`src/rtl/uart_cmd_pkg.sv`:
```
// uart_cmd_pkg: shared constants, TX FSM state encoding and helpers for
// the UART command decoder.
package uart_cmd_pkg;

  // ASCII command characters (lowercase forms).
  localparam logic [7:0] CH_U = 8'h75;
  localparam logic [7:0] CH_D = 8'h64;
  localparam logic [7:0] CH_R = 8'h72;
  localparam logic [7:0] CH_L = 8'h6C;
  localparam logic [7:0] CH_X = 8'h78;
  localparam logic [7:0] CH_0 = 8'h30;
  localparam logic [7:0] CH_3 = 8'h33;

  // Echo transmitter states.
  typedef enum logic [1:0] {
    IDLE      = 2'd0,
    WAIT_BUSY = 2'd1,
    WAIT_DONE = 2'd2
  } tx_state_e;

  // Cycles WAIT_BUSY waits for tx_busy to rise before giving up.
  localparam int BUSY_TIMEOUT = 4;

  // Map 'A'..'Z' onto 'a'..'z'; every other byte passes through.
  function automatic logic [7:0] to_lower(input logic [7:0] b);
    if (b >= 8'h41 && b <= 8'h5A) return b | 8'h20;
    return b;
  endfunction

endpackage

```
`src/rtl/cmd_echo_fifo.sv`:
```
// cmd_echo_fifo: small synchronous FIFO holding bytes waiting to be echoed.
// DEPTH must be a power of two (pointers wrap naturally). A push into a full
// FIFO is accepted only when a pop happens in the same cycle.
module cmd_echo_fifo
  import uart_cmd_pkg::*;
#(
  parameter int DEPTH = 4,
  parameter int W     = 8
) (
  input  logic         clk,
  input  logic         rst,
  input  logic         i_push,
  input  logic [W-1:0] i_data,
  input  logic         i_pop,
  output logic         o_full,
  output logic         o_empty,
  output logic [W-1:0] o_head
);

  localparam int AW = $clog2(DEPTH);

  logic [W-1:0]  r_mem [DEPTH];
  logic [AW-1:0] r_wr_ptr;
  logic [AW-1:0] r_rd_ptr;
  logic [AW:0]   r_count;
  logic          w_do_push;
  logic          w_do_pop;

  assign o_full    = (r_count == (AW+1)'(DEPTH));
  assign o_empty   = (r_count == '0);
  assign o_head    = r_mem[r_rd_ptr];
  assign w_do_pop  = i_pop && !o_empty;
  assign w_do_push = i_push && (!o_full || w_do_pop);

  // Storage array; contents are don't-care while the FIFO is empty.
  always_ff @(posedge clk) begin
    if (w_do_push) r_mem[r_wr_ptr] <= i_data;
  end

  // Pointer and occupancy bookkeeping.
  always_ff @(posedge clk) begin
    if (rst) begin
      r_wr_ptr <= '0;
      r_rd_ptr <= '0;
      r_count  <= '0;
    end else begin
      if (w_do_push) r_wr_ptr <= r_wr_ptr + 1'b1;
      if (w_do_pop)  r_rd_ptr <= r_rd_ptr + 1'b1;
      r_count <= r_count + (AW+1)'(w_do_push) - (AW+1)'(w_do_pop);
    end
  end

endmodule

```
`src/rtl/uart_cmd_decoder.sv`:
```
// uart_cmd_decoder: turns received ASCII bytes into one-cycle button pulses,
// a switch-override register and error pulses (latency 1 from rx_done).
// Build option CMD_ECHO_EN adds an echo FIFO and a transmit FSM; without it
// tx_start, tx_data and echo_ovf are tied to zero and tx_busy is ignored.
//
// Transmit handshake: tx_start is a one-cycle request with tx_data already
// valid; the transmitter answers by raising tx_busy and the byte counts as
// sent when tx_busy falls again. tx_data stays stable until then. If tx_busy
// never rises within BUSY_TIMEOUT cycles the request is abandoned.
module uart_cmd_decoder
  import uart_cmd_pkg::*;
#(
  parameter int ECHO_DEPTH   = 4,
  parameter int ACCEPT_UPPER = 1
) (
  input  logic       clk,
  input  logic       rst,
  input  logic [7:0] rx_data,
  input  logic       rx_done,
  input  logic       tx_busy,
  output logic       tx_start,
  output logic [7:0] tx_data,
  output logic       cmd_btn_u,
  output logic       cmd_btn_d,
  output logic       cmd_btn_r,
  output logic       cmd_btn_l,
  output logic [3:0] cmd_sw,
  output logic       cmd_err,
  output logic       echo_ovf,
  output logic [1:0] dbg_tx_state
);

  logic [7:0] w_byte;
  logic       w_is_u, w_is_d, w_is_r, w_is_l, w_is_x, w_is_sw, w_known;
  logic       r_btn_u, r_btn_d, r_btn_r, r_btn_l, r_err;
  logic [3:0] r_sw;

  assign w_byte  = (ACCEPT_UPPER != 0) ? to_lower(rx_data) : rx_data;
  assign w_is_u  = (w_byte == CH_U);
  assign w_is_d  = (w_byte == CH_D);
  assign w_is_r  = (w_byte == CH_R);
  assign w_is_l  = (w_byte == CH_L);
  assign w_is_x  = (w_byte == CH_X);
  assign w_is_sw = (w_byte >= CH_0) && (w_byte <= CH_3);
  assign w_known = w_is_u | w_is_d | w_is_r | w_is_l | w_is_x | w_is_sw;

  // Decode register: pulses last one cycle, switch bits hold between commands.
  always_ff @(posedge clk) begin
    if (rst) begin
      r_btn_u <= 1'b0;
      r_btn_d <= 1'b0;
      r_btn_r <= 1'b0;
      r_btn_l <= 1'b0;
      r_err   <= 1'b0;
      r_sw    <= 4'b0000;
    end else begin
      r_btn_u <= rx_done && w_is_u;
      r_btn_d <= rx_done && w_is_d;
      r_btn_r <= rx_done && w_is_r;
      r_btn_l <= rx_done && w_is_l;
      r_err   <= rx_done && !w_known;
      if (rx_done && w_is_sw)     r_sw[w_byte[1:0]] <= ~r_sw[w_byte[1:0]];
      else if (rx_done && w_is_x) r_sw <= 4'b0000;
    end
  end

  assign cmd_btn_u = r_btn_u;
  assign cmd_btn_d = r_btn_d;
  assign cmd_btn_r = r_btn_r;
  assign cmd_btn_l = r_btn_l;
  assign cmd_err   = r_err;
  assign cmd_sw    = r_sw;

`ifdef CMD_ECHO_EN
  tx_state_e  r_state, w_next;
  logic       w_pop, w_full, w_empty;
  logic [7:0] w_head;
  logic [2:0] r_wait_cnt;
  logic       r_tx_start, r_ovf;
  logic [7:0] r_tx_data;

  cmd_echo_fifo #(.DEPTH(ECHO_DEPTH), .W(8)) u_fifo (
    .clk     (clk),
    .rst     (rst),
    .i_push  (rx_done),
    .i_data  (rx_data),
    .i_pop   (w_pop),
    .o_full  (w_full),
    .o_empty (w_empty),
    .o_head  (w_head)
  );

  // Next-state logic: pop and request only from IDLE with the line free.
  always_comb begin
    w_next = r_state;
    w_pop  = 1'b0;
    case (r_state)
      IDLE: begin
        if (!w_empty && !tx_busy) begin
          w_pop  = 1'b1;
          w_next = WAIT_BUSY;
        end
      end
      WAIT_BUSY: begin
        if (tx_busy) w_next = WAIT_DONE;
        else if (r_wait_cnt == 3'(BUSY_TIMEOUT - 1)) w_next = IDLE;
      end
      WAIT_DONE: begin
        if (!tx_busy) w_next = IDLE;
      end
      default: w_next = IDLE;
    endcase
  end

  // State, request strobe, held data byte, timeout counter and sticky overflow.
  always_ff @(posedge clk) begin
    if (rst) begin
      r_state    <= IDLE;
      r_tx_start <= 1'b0;
      r_tx_data  <= 8'h00;
      r_wait_cnt <= 3'd0;
      r_ovf      <= 1'b0;
    end else begin
      r_state    <= w_next;
      r_tx_start <= w_pop;
      if (w_pop) r_tx_data <= w_head;
      r_wait_cnt <= (r_state == WAIT_BUSY) ? r_wait_cnt + 3'd1 : 3'd0;
      if (rx_done && w_full && !w_pop) r_ovf <= 1'b1;
    end
  end

  assign tx_start     = r_tx_start;
  assign tx_data      = r_tx_data;
  assign echo_ovf     = r_ovf;
  assign dbg_tx_state = r_state;
`else
  logic [1:0] w_unused_cfg;

  assign w_unused_cfg = {tx_busy, ECHO_DEPTH[0]};
  assign tx_start     = 1'b0;
  assign tx_data      = 8'h00;
  assign echo_ovf     = 1'b0;
  assign dbg_tx_state = 2'b00;
`endif

endmodule

```
`config.mk`:
```
export PLATFORM = sky130hd
export DESIGN_NAME = uart_cmd_decoder
export DESIGN_NICKNAME = d
export VERILOG_FILES = /design/src/rtl/uart_cmd_pkg.sv /design/src/rtl/cmd_echo_fifo.sv /design/src/rtl/uart_cmd_decoder.sv
export SDC_FILE = /design/constraint.sdc
export NUM_CORES = 1
export LEC_CHECK = 0
export ABC_AREA = 1
export BUFFER_PORTS_ARGS = -buffer_cell sky130_fd_sc_hd__buf_4
export CORE_MARGIN = 5
export CORE_UTILIZATION = 35
export CTS_CLUSTER_DIAMETER = 120
export DETAILED_ROUTE_END_ITERATION = 16
export GPL_ROUTABILITY_DRIVEN = 0
export PLACE_DENSITY_LB_ADDON = 0.3
export REMOVE_ABC_BUFFERS = 1
export SLEW_MARGIN = 20
export SYNTH_ARGS = -nofsm -noshare
export SYNTH_HDL_FRONTEND = slang
export SYNTH_SLANG_ARGS = --single-unit
```
`constraint.sdc`:
```
create_clock -name clk -period 1.5 [get_ports clk]
set_clock_uncertainty 0.15 [all_clocks]
set_input_delay 0.3 -clock clk [delete_from_list [all_inputs] [get_ports clk]]
set_output_delay 0.3 -clock clk [all_outputs]
set_load 0.005 [all_outputs]
```
* Word-level counts from Yosys, hierarchy flattened
Cells that the tools add are included.
** Storage, ports and cells
- Register bits after elaboration :: 9
- Word-level logic and storage cells :: 45
- Input port bits :: 12
** Operators by class
- Bitwise gates (word level) :: 6
- Muxes and demuxes :: 10
- Reduce and logical (&&, ||, !) cells :: 12
- Order comparisons :: 6
- Equal/unequal tests :: 5
** Operators by type and width (number)
- $eq 8x7->1 const B :: 5
- $mux 8 :: 2
- $logic_and 1x1->1 :: 10
- $ge 8x6->1 const B :: 1
- $ge 8x7->1 const B :: 1
- $le 8x6->1 const B :: 1
- $le 8x7->1 const B :: 1
- $mux 4 :: 2
- $or 1x1->1 :: 5
- $bwmux 4 :: 1
- $lt 2x3->1 const B :: 1
- $mux 1 :: 3
- $bmux 1 s2 :: 1
- $demux 1 s2 :: 1
- $ge 2x1->1 const B :: 1
- $reduce_bool 2->1 :: 1
- $logic_not 1->1 :: 1
- $not 1->1 :: 1

* Depth between registers and ports, before layout
Gate-level depths: netlist of run 1.
- Word-level depth :: 12
- Gate-level depth with buffers :: 10
- Mapped depth without buffers :: 10

* Worst setup path after synthesis of run 1
OpenSTA, ideal clock, no wires.
- Kind :: input to register
- Start :: input rx_data[6]
- End :: register r_sw[3], in the netlist cmd_sw[3]
- Required time :: 1233 ps
- Setup time :: 117 ps
- Setup slack :: 179 ps
- Data arrival time :: 1054 ps
- Stages on the path :: 8
- Path through :: nor2_2 > nand3_1 > clkinv_1 > o211ai_4 > nor2_4 > nand2_1 > o21bai_1 > a21oi_1
** Between the ends
- Word-level cells in the longest chain between the ends :: 10
- Elaborated cells on any way between the ends :: 23
** RTL lines
- start: declaration :: RTL line uart_cmd_decoder.sv:18 : input logic [7:0] rx_data,
- $ge 8x7->1 / $le 8x7->1 (equally long branches) :: RTL line uart_cmd_pkg.sv:26 : if (b >= 8'h41 && b <= 8'h5A) return b | 8'h20;
- $logic_and 1x1->1 :: RTL line uart_cmd_pkg.sv:26
- $mux 1 :: RTL line uart_cmd_pkg.sv:26
- $mux 8 * :: RTL line uart_cmd_pkg.sv:27 : return b;
- $lt 2x3->1 (implied by the code) / $ge 2x1->1 (equally long branches) :: RTL line uart_cmd_decoder.sv:62 : if (rx_done && w_is_sw) r_sw[w_byte[1:0]] <= ~r_sw[w_byte[1:0]];
- $logic_and 1x1->1 (implied by the code) :: RTL line uart_cmd_decoder.sv:62
- $mux 1 (implied by the code) :: RTL line uart_cmd_decoder.sv:62
- $demux 1 s2 :: RTL line uart_cmd_decoder.sv:62
- $bwmux 4 :: RTL line uart_cmd_decoder.sv:62
- $mux 4 :: RTL line uart_cmd_decoder.sv:62
- end signal: indexed assignment :: RTL line uart_cmd_decoder.sv:62
- end: declaration :: RTL line uart_cmd_decoder.sv:36 : logic [3:0] r_sw;
Mark *: on every way between the ends. The rest lies on a longest branch, timed or not. The select of a mux whose other input is x is not followed.
A chain may end at the register's enable or synchronous reset.

* Worst setup path in the final report of run 1
- Start :: register r_sw[2], in the netlist cmd_sw[2]
- End :: register r_sw[0], in the netlist cmd_sw[0]
** Between the ends
- Word-level cells in the longest chain between the ends :: 5
** RTL lines (RTL line)
- $bmux 1 s2 :: uart_cmd_decoder.sv:62
- $mux 1 (implied by the code) :: uart_cmd_decoder.sv:62
- $not 1->1 :: uart_cmd_decoder.sv:62
- $bwmux 4 :: uart_cmd_decoder.sv:62
- $mux 4 :: uart_cmd_decoder.sv:62
No other way between the ends. The select of a mux whose other input is x is not followed.

==> results of run 1 <==
==> cells by family after synthesis <==
group / after synthesis
other cells: 1
flops: 9
buf+inv: 29
simple gates: 48
compound gates: 12
==> synth_stat cells (all sizes together) <==
cell type  number  area share [%]
conb            1            0.56
a211oi          1             1.9
inv            15             8.5
buf            12              14
o21ai           2             2.1
nor4            1            0.94
nor3            2             1.5
nor2           15              11
nand3b          1             1.1
o21bai          1             1.1
o211ai          1             3.2
a21oi           7             5.3
nand3          10             9.0
dfxtp           9              27
clkinv          2             1.1
nand2          19              11
==> stage by stage <==
step / total power, mW / utilization (%)
finish: 0.5255 / 47.94
detailed placement: 0.3404 / 46.45
CTS: 0.5294 / 47.94
global placement: 0.3390 / 46.45
floorplan: 0.2940 / -
global route: 0.5609 / 47.94
==> where the power goes <==
group / internal [mW] / leakage (nW) / switching (mW) / total [mW]
Clock: 0.103 / 0.0150 / 0.0867 / 0.189
Sequential: 0.241 / 0.0727 / 0.000473 / 0.241
Combinational: 0.0391 / 0.320 / 0.0558 / 0.0948
Total: 0.383 / 0.408 / 0.143 / 0.525
==> routing by layer <==
metal  routed length (µm)  GRT usage (%)  vias to the layer above  part of all wire (%)
li1                     -              -                      343                     -
met1                  538          13.40                      274                    40
met2                  666          20.41                       24                    49
met3                  125          6.094                        4                   9.3
met4                   19          2.553                        0                   1.4
met5                    0              0                        -                     0
==> final cells by class <==
type	count	area [µm²]	share of cell area, %
multi-input cells	72	371.6	43.93
flip-flops and latches	9	180.2	21.30
repair buffers	23	172.7	20.41
inverters	17	63.81	7.544
well taps	25	31.28	3.698
clock buffers	4	26.28	3.107
==> flip-flops by register name (all words and copies together) (netlist names) <==
| name | count |
|---|---|
| cmd_btn_l | 1 |
| cmd_btn_d | 1 |
| cmd_err | 1 |
| cmd_btn_r | 1 |
| cmd_btn_u | 1 |
| cmd_sw | 4 |
==> path summary, 6_finish.rpt <==
check,start,end,slack (ns),depth (start not counted)
max,cmd_sw[2]$_SDFFE_PP0P_,cmd_sw[0]$_SDFFE_PP0P_,0.26,5
min,rst,cmd_sw[1]$_SDFFE_PP0P_,0.07,2
min reg2reg,cmd_sw[3]$_SDFFE_PP0P_,cmd_sw[3]$_SDFFE_PP0P_,0.35,2
max reg2reg,cmd_sw[2]$_SDFFE_PP0P_,cmd_sw[0]$_SDFFE_PP0P_,0.26,5
==> worst register-to-register path, stage by stage (launching register included) <==
cell and delay (ns):
dfxtp_1 0.31, inv_1 0.08, nor3_1 0.06, a211oi_2 0.31, nand3_1 0.11, a21oi_1 0.16
==> out/qor.txt, run 1 <==
Post-CTS setup buffer count - 0
Largest family of logic cells by synthesized area - simple AND/OR/NAND/NOR gates
Leak - 0.4076 nW
GRT Total Usage - 12.02%
Vias in the first global route - 641
Io pins - 33
Cells after Synth - 99
H-tree depth - 1
Die Area - 2870 µm²
Tmin final - 1.241 ns
Max-cap viol count - 0
Slew Limit Fails - 0
Ant diodes - 0
Setup Crit Path Kind - reg -> reg
Final worst slack - 0.2592 ns
HPWL Detailed - 1.154 mm
Worst Setup End Kind - flop
RSZ-0062 raised after global routing - no
Max Clock Freq - 806.0 MHz
Adder-cell share of the synthesized area - 0%
CP Data Required Time - 1.55 ns
Mux cell area share after synthesis - 0%
Worst Hold Class - in -> reg
Residual DRC - 0
Buffers on Ports - 19
Post-Synth Simple-Gate Area - 35.59%
Die width - 53.57 µm
Non-Filler Instances - 150
First-pass GRT wire length - 2.484 mm
Yosys reg bits - 9
Antenna Violating Nets Remaining - 0
XOR/XNOR Fraction of Synth Area - 0%
Final Instance Area - 845.8 µm²
CP Max Fanout - 4
Synth Area in Compound Gates - 13.56%
Avg Synthesized Cell Area - 6.711 µm²
DR vias - 645
Status - completed
Final hold vios - 0
Std cell rows - 15
Bufs and invs on worst path - 1
Setup WS pre-CTS - 0.002337 ns
TritonCTS clock tree - built
CTS Buf Count - 3
Hold slack - 0.07174 ns
Clock root cell - clkbuf_4
Clk slew on worst S/H paths - 0.06 ns
Slowest stage delay, CP - 0.31 ns
Layout overhead on the synthesized area - 27.31%
PD cells - 621.3 nW/µm²
Largest net degree at the start of global routing - 8
Die H - 53.57 µm
DR pass1 iterations - 3
Hold-fix buffers, CTS - 0
Initial core utilization - 37.66%
DRT iter0 DRCs - 17
Final setup violation count - 0
Clock buffer depth - 2
DR WL/cell - 8.993 µm
Crit path DAT - 1.29 ns
Post-synthesis cell type count - 22
Post-DP Area - 819.5 µm²
Slowest cell on crit path - dfxtp_1
Warnings, synthesis - 0
Placed cell count - 146
Initial antenna violation count - 0
Seq/Total Area, Yosys - 27.12%
Vias/cell - 4.300
Mapped Area - 664.4 µm²
TNS Setup - 0 ns
Final wirelength - 1.349 mm
CORE AREA - 1764 µm²
Part of the cycle the worst path needs - 82.72%
Peak supply drop - 557.0 µV
Cell-by-cell trace of the critical path - inv_1, nor3_1, a211oi_2, nand3_1, a21oi_1
Final nets - 138
CTS sink count - 9
Clock Latency Late Sink - 0.27 ns
Share of cells above drive strength 1 - 32.80%
GRT overflow - 0
CP Launch Type - flop
Most common cell after layout, fill and taps aside - buf_4
Filler instances - 194
Most frequent cells in the layout - 23 x buf_4, 17 x nand2_1, 13 x inv_1, 12 x conb_1
Post-CTS resize count - 0
CP delay by family, top - compound AO/OA/AOI/OAI gates
(Power assumes the default switching activity.)
==> run 2, diff against run 1 <==
clock period = 1.1 ns   (was 1.5 ns; I/O delays follow)
==> out/qor.txt, run 2 (synthesis gave the netlist of run 1 again) <==
Status - complete, but fails checks
Failing checks - hold timing, setup timing
Routing usage on met3 - 3.601% (-2.5 points)
Max FFs per register - 4 (unchanged)
Cell-by-cell trace of the critical path - inv_2, nor3_2, a211oi_2, nand3_1, a21oi_2
Slew Limit Fails - 0 (unchanged)
Clk slew on worst S/H paths - 0.06 ns (about the same)
CP Max Fanout - 4 (unchanged)
Vias/cell - 4.352 (+1.2%)
Share of cells above drive strength 1 - 51.82% (+19 points)
Residual DRC - 0 (unchanged)
CP delay by family, top - compound AO/OA/AOI/OAI gates
Most common cell after layout, fill and taps aside - buf_4
Worst Hold Depth - 2 (unchanged)
Hold slack - -0.01168 ns (-0.08342 ns)
Buffers on Ports - 19 (unchanged)
Clock root cell - clkbuf_4
Slowest cell on crit path - dfxtp_2
Die H - 53.57 µm (unchanged)
Final Instance Area - 1037 µm² (+23%)
H-tree depth - 1 (unchanged)
DR WL/cell - 9.975 µm (+11%)
CP Launch Type - flop
Die Area - 2870 µm² (unchanged)
Largest net degree at the start of global routing - 8 (unchanged)
Clock buffer depth - 2 (unchanged)
Reg-to-reg endpoint - cmd_sw[0]$_SDFFE_PP0P_
Most frequent cells in the layout - 27 x buf_4, 13 x nand2_1, 12 x conb_1, 11 x inv_1
GRT Total Usage - 11.89% (-0.12 points)
Filler instances - 176 (-9.3%)
Initial core utilization - 37.66% (unchanged)
CP Data Required Time - 1.15 ns (-0.40 ns)
Multi-input combinational cell area - 436.7 µm² (+18%)
HPWL Detailed - 1.239 mm (+7.4%)
Tmin final - 1.234 ns (-0.006967 ns)
Die width - 53.57 µm (unchanged)
Busiest grt layer - met2
GRT overflow - 0 (unchanged)
Met1 Usage GRT - 14.21% (+0.81 points)
Reg2Reg Depth - 5 (unchanged)
CTS Buf Count - 3 (unchanged)
Max Clock Freq - 810.5 MHz (+0.56%)
First-pass GRT wire length - 2.504 mm (+0.81%)
Std cell rows - 15 (unchanged)
RSZ-0062 raised after global routing - yes
Vias in the first global route - 639 (-0.31%)
Final wirelength - 1.616 mm (+20%)
Layout overhead on the synthesized area - 56.12%
Initial antenna violation count - 0 (unchanged)
Grt met2 use - 20.20% (-0.20 points)
Bufs and invs on worst path - 1 (unchanged)
Leak - 0.4861 nW (+19%)
DR vias - 705 (+9.3%)
Part of the cycle the worst path needs - 112.2% (+29 points)
Non-Filler Instances - 162 (+8.0%)
Worst Hold Class - in -> reg
Final worst slack - -0.1338 ns (-0.3930 ns)
TNS Setup - -0.6422 ns (-0.6422 ns)
DRT iter0 DRCs - 11 (-6)
DR pass1 iterations - 4 (+1)
Crit path DAT - 1.28 ns (about the same)
Worst-case hold path end point - cmd_sw[0]$_SDFFE_PP0P_
Worst hold path startpoint - rst
FF-to-FF setup slack - -0.13 ns (-0.39 ns)
Setup WS pre-CTS - -0.2941 ns (-0.2964 ns)
Placed cell count - 157 (+7.5%)
Io pins - 33 (unchanged)
CP startpoint - cmd_sw[2]$_SDFFE_PP0P_
CORE AREA - 1764 µm² (unchanged)
Post-DP Area - 902.1 µm² (+10%)
Worst Setup End Kind - flop
Worst R2R Start - cmd_sw[2]$_SDFFE_PP0P_
Peak supply drop - 636.0 µV (+14%)
FF+latch area - 185.2 µm² (+2.8%)
Final setup violation count - 7 (+7)
Slowest stage delay, CP - 0.32 ns (about the same)
CTS sink count - 9 (unchanged)
Ant diodes - 0 (unchanged)
Clock Latency Late Sink - 0.26 ns (about the same)
PD cells - 737.0 nW/µm² (+19%)
Final hold vios - 2 (+2)
Max-cap viol count - 0 (unchanged)
Power, Total - 0.7644 mW (+45%)
Antenna Violating Nets Remaining - 0 (unchanged)
Setup Crit Path Kind - reg -> reg
Final nets - 150 (+8.7%)
TritonCTS clock tree - built
==> run 2: worst max-delay path by stage <==
stage                                  end  slack, ns  depth (start not counted)
floorplan           cmd_sw[3]$_SDFFE_PP0P_      -0.14                          8
global placement    cmd_sw[0]$_SDFFE_PP0P_      -0.29                          8
detailed placement  cmd_sw[3]$_SDFFE_PP0P_      -0.29                          9
CTS                 cmd_sw[1]$_SDFFE_PP0P_      -0.10                          5
global route        cmd_sw[0]$_SDFFE_PP0P_      -0.19                          5
finish              cmd_sw[0]$_SDFFE_PP0P_      -0.13                          5
==> run 2: layer usage <==
metal	share of wire (%)	wire length, µm
met1	42	679
met2	50	803
met3	7.9	127
met4	0.31	5
met5	0	0
==> run 2: per-stage QoR <==
stage	utilization (%)	hold slack [ns]
CTS	54.33	-0.01239
detailed placement	51.13	0.2737
global placement	51.13	0.2723
floorplan	-	0.1391
global route	58.79	-0.02100
finish	58.79	-0.01168
==> run 2: cell type report <==
| type | count | share of cell area [%] |
|---|---|---|
| multi-input combinational | 72 | 42.10 |
| clock buffer | 4 | 2.533 |
| sequential | 9 | 17.85 |
| tap | 25 | 3.016 |
| inverter | 17 | 6.273 |
| timing repair buffer | 35 | 28.23 |
==> run 2: where the power goes <==
group | total [mW] | internal, mW | switching [mW]
clock | 0.258 | 0.140 | 0.118
combinational | 0.178 | 0.0821 | 0.0958
sequential | 0.329 | 0.328 | 0.000682
total | 0.764 | 0.550 | 0.214
==> run 2: what timing repair did <==
item	4_1_cts	5_1_grt
buffers inserted	0	1
setup endpoints to repair	7	9
gates resized for setup	11	20
hold endpoints to repair	3	3
pin swaps	9	16
==> run 3, diff against run 2 <==
PLACE_DENSITY = 0.63   (was unset)
PLACE_DENSITY_LB_ADDON = unset   (was 0.3)
==> out/qor.txt, run 3 (synthesis gave the netlist of run 1 again) <==
Die width - 53.57 µm (unchanged)
Final hold vios - 0 (-2)
Std cell rows - 15 (unchanged)
RSZ-0062 raised after global routing - yes
Setup Crit Path Kind - reg -> reg
Placed cell count - 156 (-0.64%)
CP Data Required Time - 1.14 ns (about the same)
Leak - 0.4972 nW (+2.3%)
Clock Latency Late Sink - 0.26 ns (about the same)
Die Area - 2870 µm² (unchanged)
Io pins - 33 (unchanged)
Antenna Violating Nets Remaining - 0 (unchanged)
Residual DRC - 0 (unchanged)
Reg2Reg Depth - 5 (unchanged)
Most common cell after layout, fill and taps aside - buf_4
Initial antenna violation count - 0 (unchanged)
Worst Hold Class - in -> reg
Clk slew on worst S/H paths - 0.06 ns (about the same)
DRT iter0 DRCs - 14 (+3)
Ant diodes - 0 (unchanged)
CP Max Fanout - 4 (unchanged)
Part of the cycle the worst path needs - 115.3% (+3.1 points)
Buffers on Ports - 19 (unchanged)
Worst R2R Start - cmd_sw[0]$_SDFFE_PP0P_
Final setup violation count - 8 (+1)
Status - complete, but fails checks
Clock buffer depth - 2 (unchanged)
Worst-case hold path end point - cmd_btn_l$_SDFF_PP0_
Final wirelength - 1.753 mm (+8.5%)
HPWL Detailed - 1.317 mm (+6.3%)
DR vias - 733 (+4.0%)
TNS Setup - -0.8940 ns (-0.2518 ns)
CTS sink count - 9 (unchanged)
Largest net degree at the start of global routing - 8 (unchanged)
Share of cells above drive strength 1 - 52.17% (+0.35 points)
Max Clock Freq - 788.6 MHz (-2.7%)
Worst Hold Depth - 3 (+1)
Non-Filler Instances - 163 (+0.62%)
Max-cap viol count - 0 (unchanged)
Reg-to-reg endpoint - cmd_sw[1]$_SDFFE_PP0P_
FF-to-FF setup slack - -0.17 ns (-0.03 ns)
DR pass1 iterations - 4 (unchanged)
Max FFs per register - 4 (unchanged)
Peak supply drop - 602.6 µV (-5.2%)
PD cells - 718.1 nW/µm² (-2.6%)
Slowest cell on crit path - dfxtp_2
Clock root cell - clkbuf_4
DR WL/cell - 10.75 µm (+7.8%)
CORE AREA - 1764 µm² (unchanged)
Slowest stage delay, CP - 0.32 ns (about the same)
Filler instances - 177 (+0.57%)
Cell-by-cell trace of the critical path - nand2_2, o21ai_2, a211oi_2, nand3_1, a21oi_1
TritonCTS clock tree - built
Final nets - 151 (+0.67%)
Vias in the first global route - 677 (+5.9%)
Initial core utilization - 37.66% (unchanged)
Tmin final - 1.268 ns (+0.03429 ns)
GRT overflow - 0 (unchanged)
First-pass GRT wire length - 2.635 mm (+5.2%)
Vias/cell - 4.497 (+3.3%)
Power, Total - 0.7745 mW (+1.3%)
H-tree depth - 1 (unchanged)
Worst Setup End Kind - flop
CP Launch Type - flop
Slew Limit Fails - 0 (unchanged)
Die H - 53.57 µm (unchanged)
Crit path DAT - 1.31 ns (+0.03 ns)
CTS Buf Count - 3 (unchanged)
Worst hold path startpoint - rx_data[2]
GRT Total Usage - 12.49% (+0.60 points)
Failing checks - setup timing
Most frequent cells in the layout - 24 x buf_4, 12 x nand2_1, 12 x conb_1, 11 x inv_1, 10 x buf_6
Layout overhead on the synthesized area - 62.33%
Final worst slack - -0.1681 ns (-0.03429 ns)
## run 3: cell types whose count changed in the layout (fill, tap and decap cells not counted), moves of 2 or more
cell / change
nor3_1: +2
buf_4: -3
nor3_2: -2
buf_6: +2
## run 3: per-layer routing
metal	global-route usage [%]	share of wire [%]	vias up
met2	21.02	49	32
met5	0	0	-
met1	14.29	41	325
met3	5.540	7.6	8
met4	3.404	2.7	0
li1	-	-	368
## run 3: how the worst max path moves through the flow
stage	from	end	cells after the start
floorplan	rx_data[6]	cmd_sw[3]$_SDFFE_PP0P_	8
global placement	rx_data[0]	cmd_err$_SDFF_PP0_	11
detailed placement	rx_data[1]	cmd_sw[0]$_SDFFE_PP0P_	10
CTS	cmd_sw[0]$_SDFFE_PP0P_	cmd_sw[0]$_SDFFE_PP0P_	5
global route	cmd_sw[0]$_SDFFE_PP0P_	cmd_sw[0]$_SDFFE_PP0P_	5
finish	cmd_sw[0]$_SDFFE_PP0P_	cmd_sw[1]$_SDFFE_PP0P_	5
## run 3: cell type report
class	count	area, µm²	share of cell area [%]
clock buffer	4	26.28	2.436
inverter	17	65.06	6.033
multi-input combinational	72	447.9	41.53
sequential	9	185.2	17.17
tap	25	31.28	2.900
timing repair buffer	36	322.8	29.93
## run 3: metrics by stage
stage	hold slack [ns]	cell area (µm²)	util (%)	setup WS [ns]
2_1_floorplan	0.1391	615.6	-	-0.1415
3_3_place_gp	0.2726	907.1	51.42	-0.2909
3_5_place_dp	0.2759	907.1	51.42	-0.3314
4_1_cts	-0.01169	1012	57.38	-0.1374
5_1_grt	0.07715	1079	61.13	-0.2425
6_report	0.07323	1079	61.13	-0.1681
## run 3: timing repair
item                       CTS  global route
gates cloned                 0             0
pin swaps                   12            12
setup endpoints to repair    9            11
hold endpoints to repair     3             3
buffers inserted             1             1
resized for setup           22            13
## run 3: where the power goes
part / internal, mW / total (mW) / switching, mW
logic: 0.0844 / 0.188 / 0.103
clock network: 0.140 / 0.258 / 0.118
registers: 0.328 / 0.329 / 0.000669
## run 3: critical path: cells and delay by family, from the launching register on
kind | cells | cell delay, ns
compound gates | 3 | 0.54
flops | 1 | 0.32
simple gates | 2 | 0.18
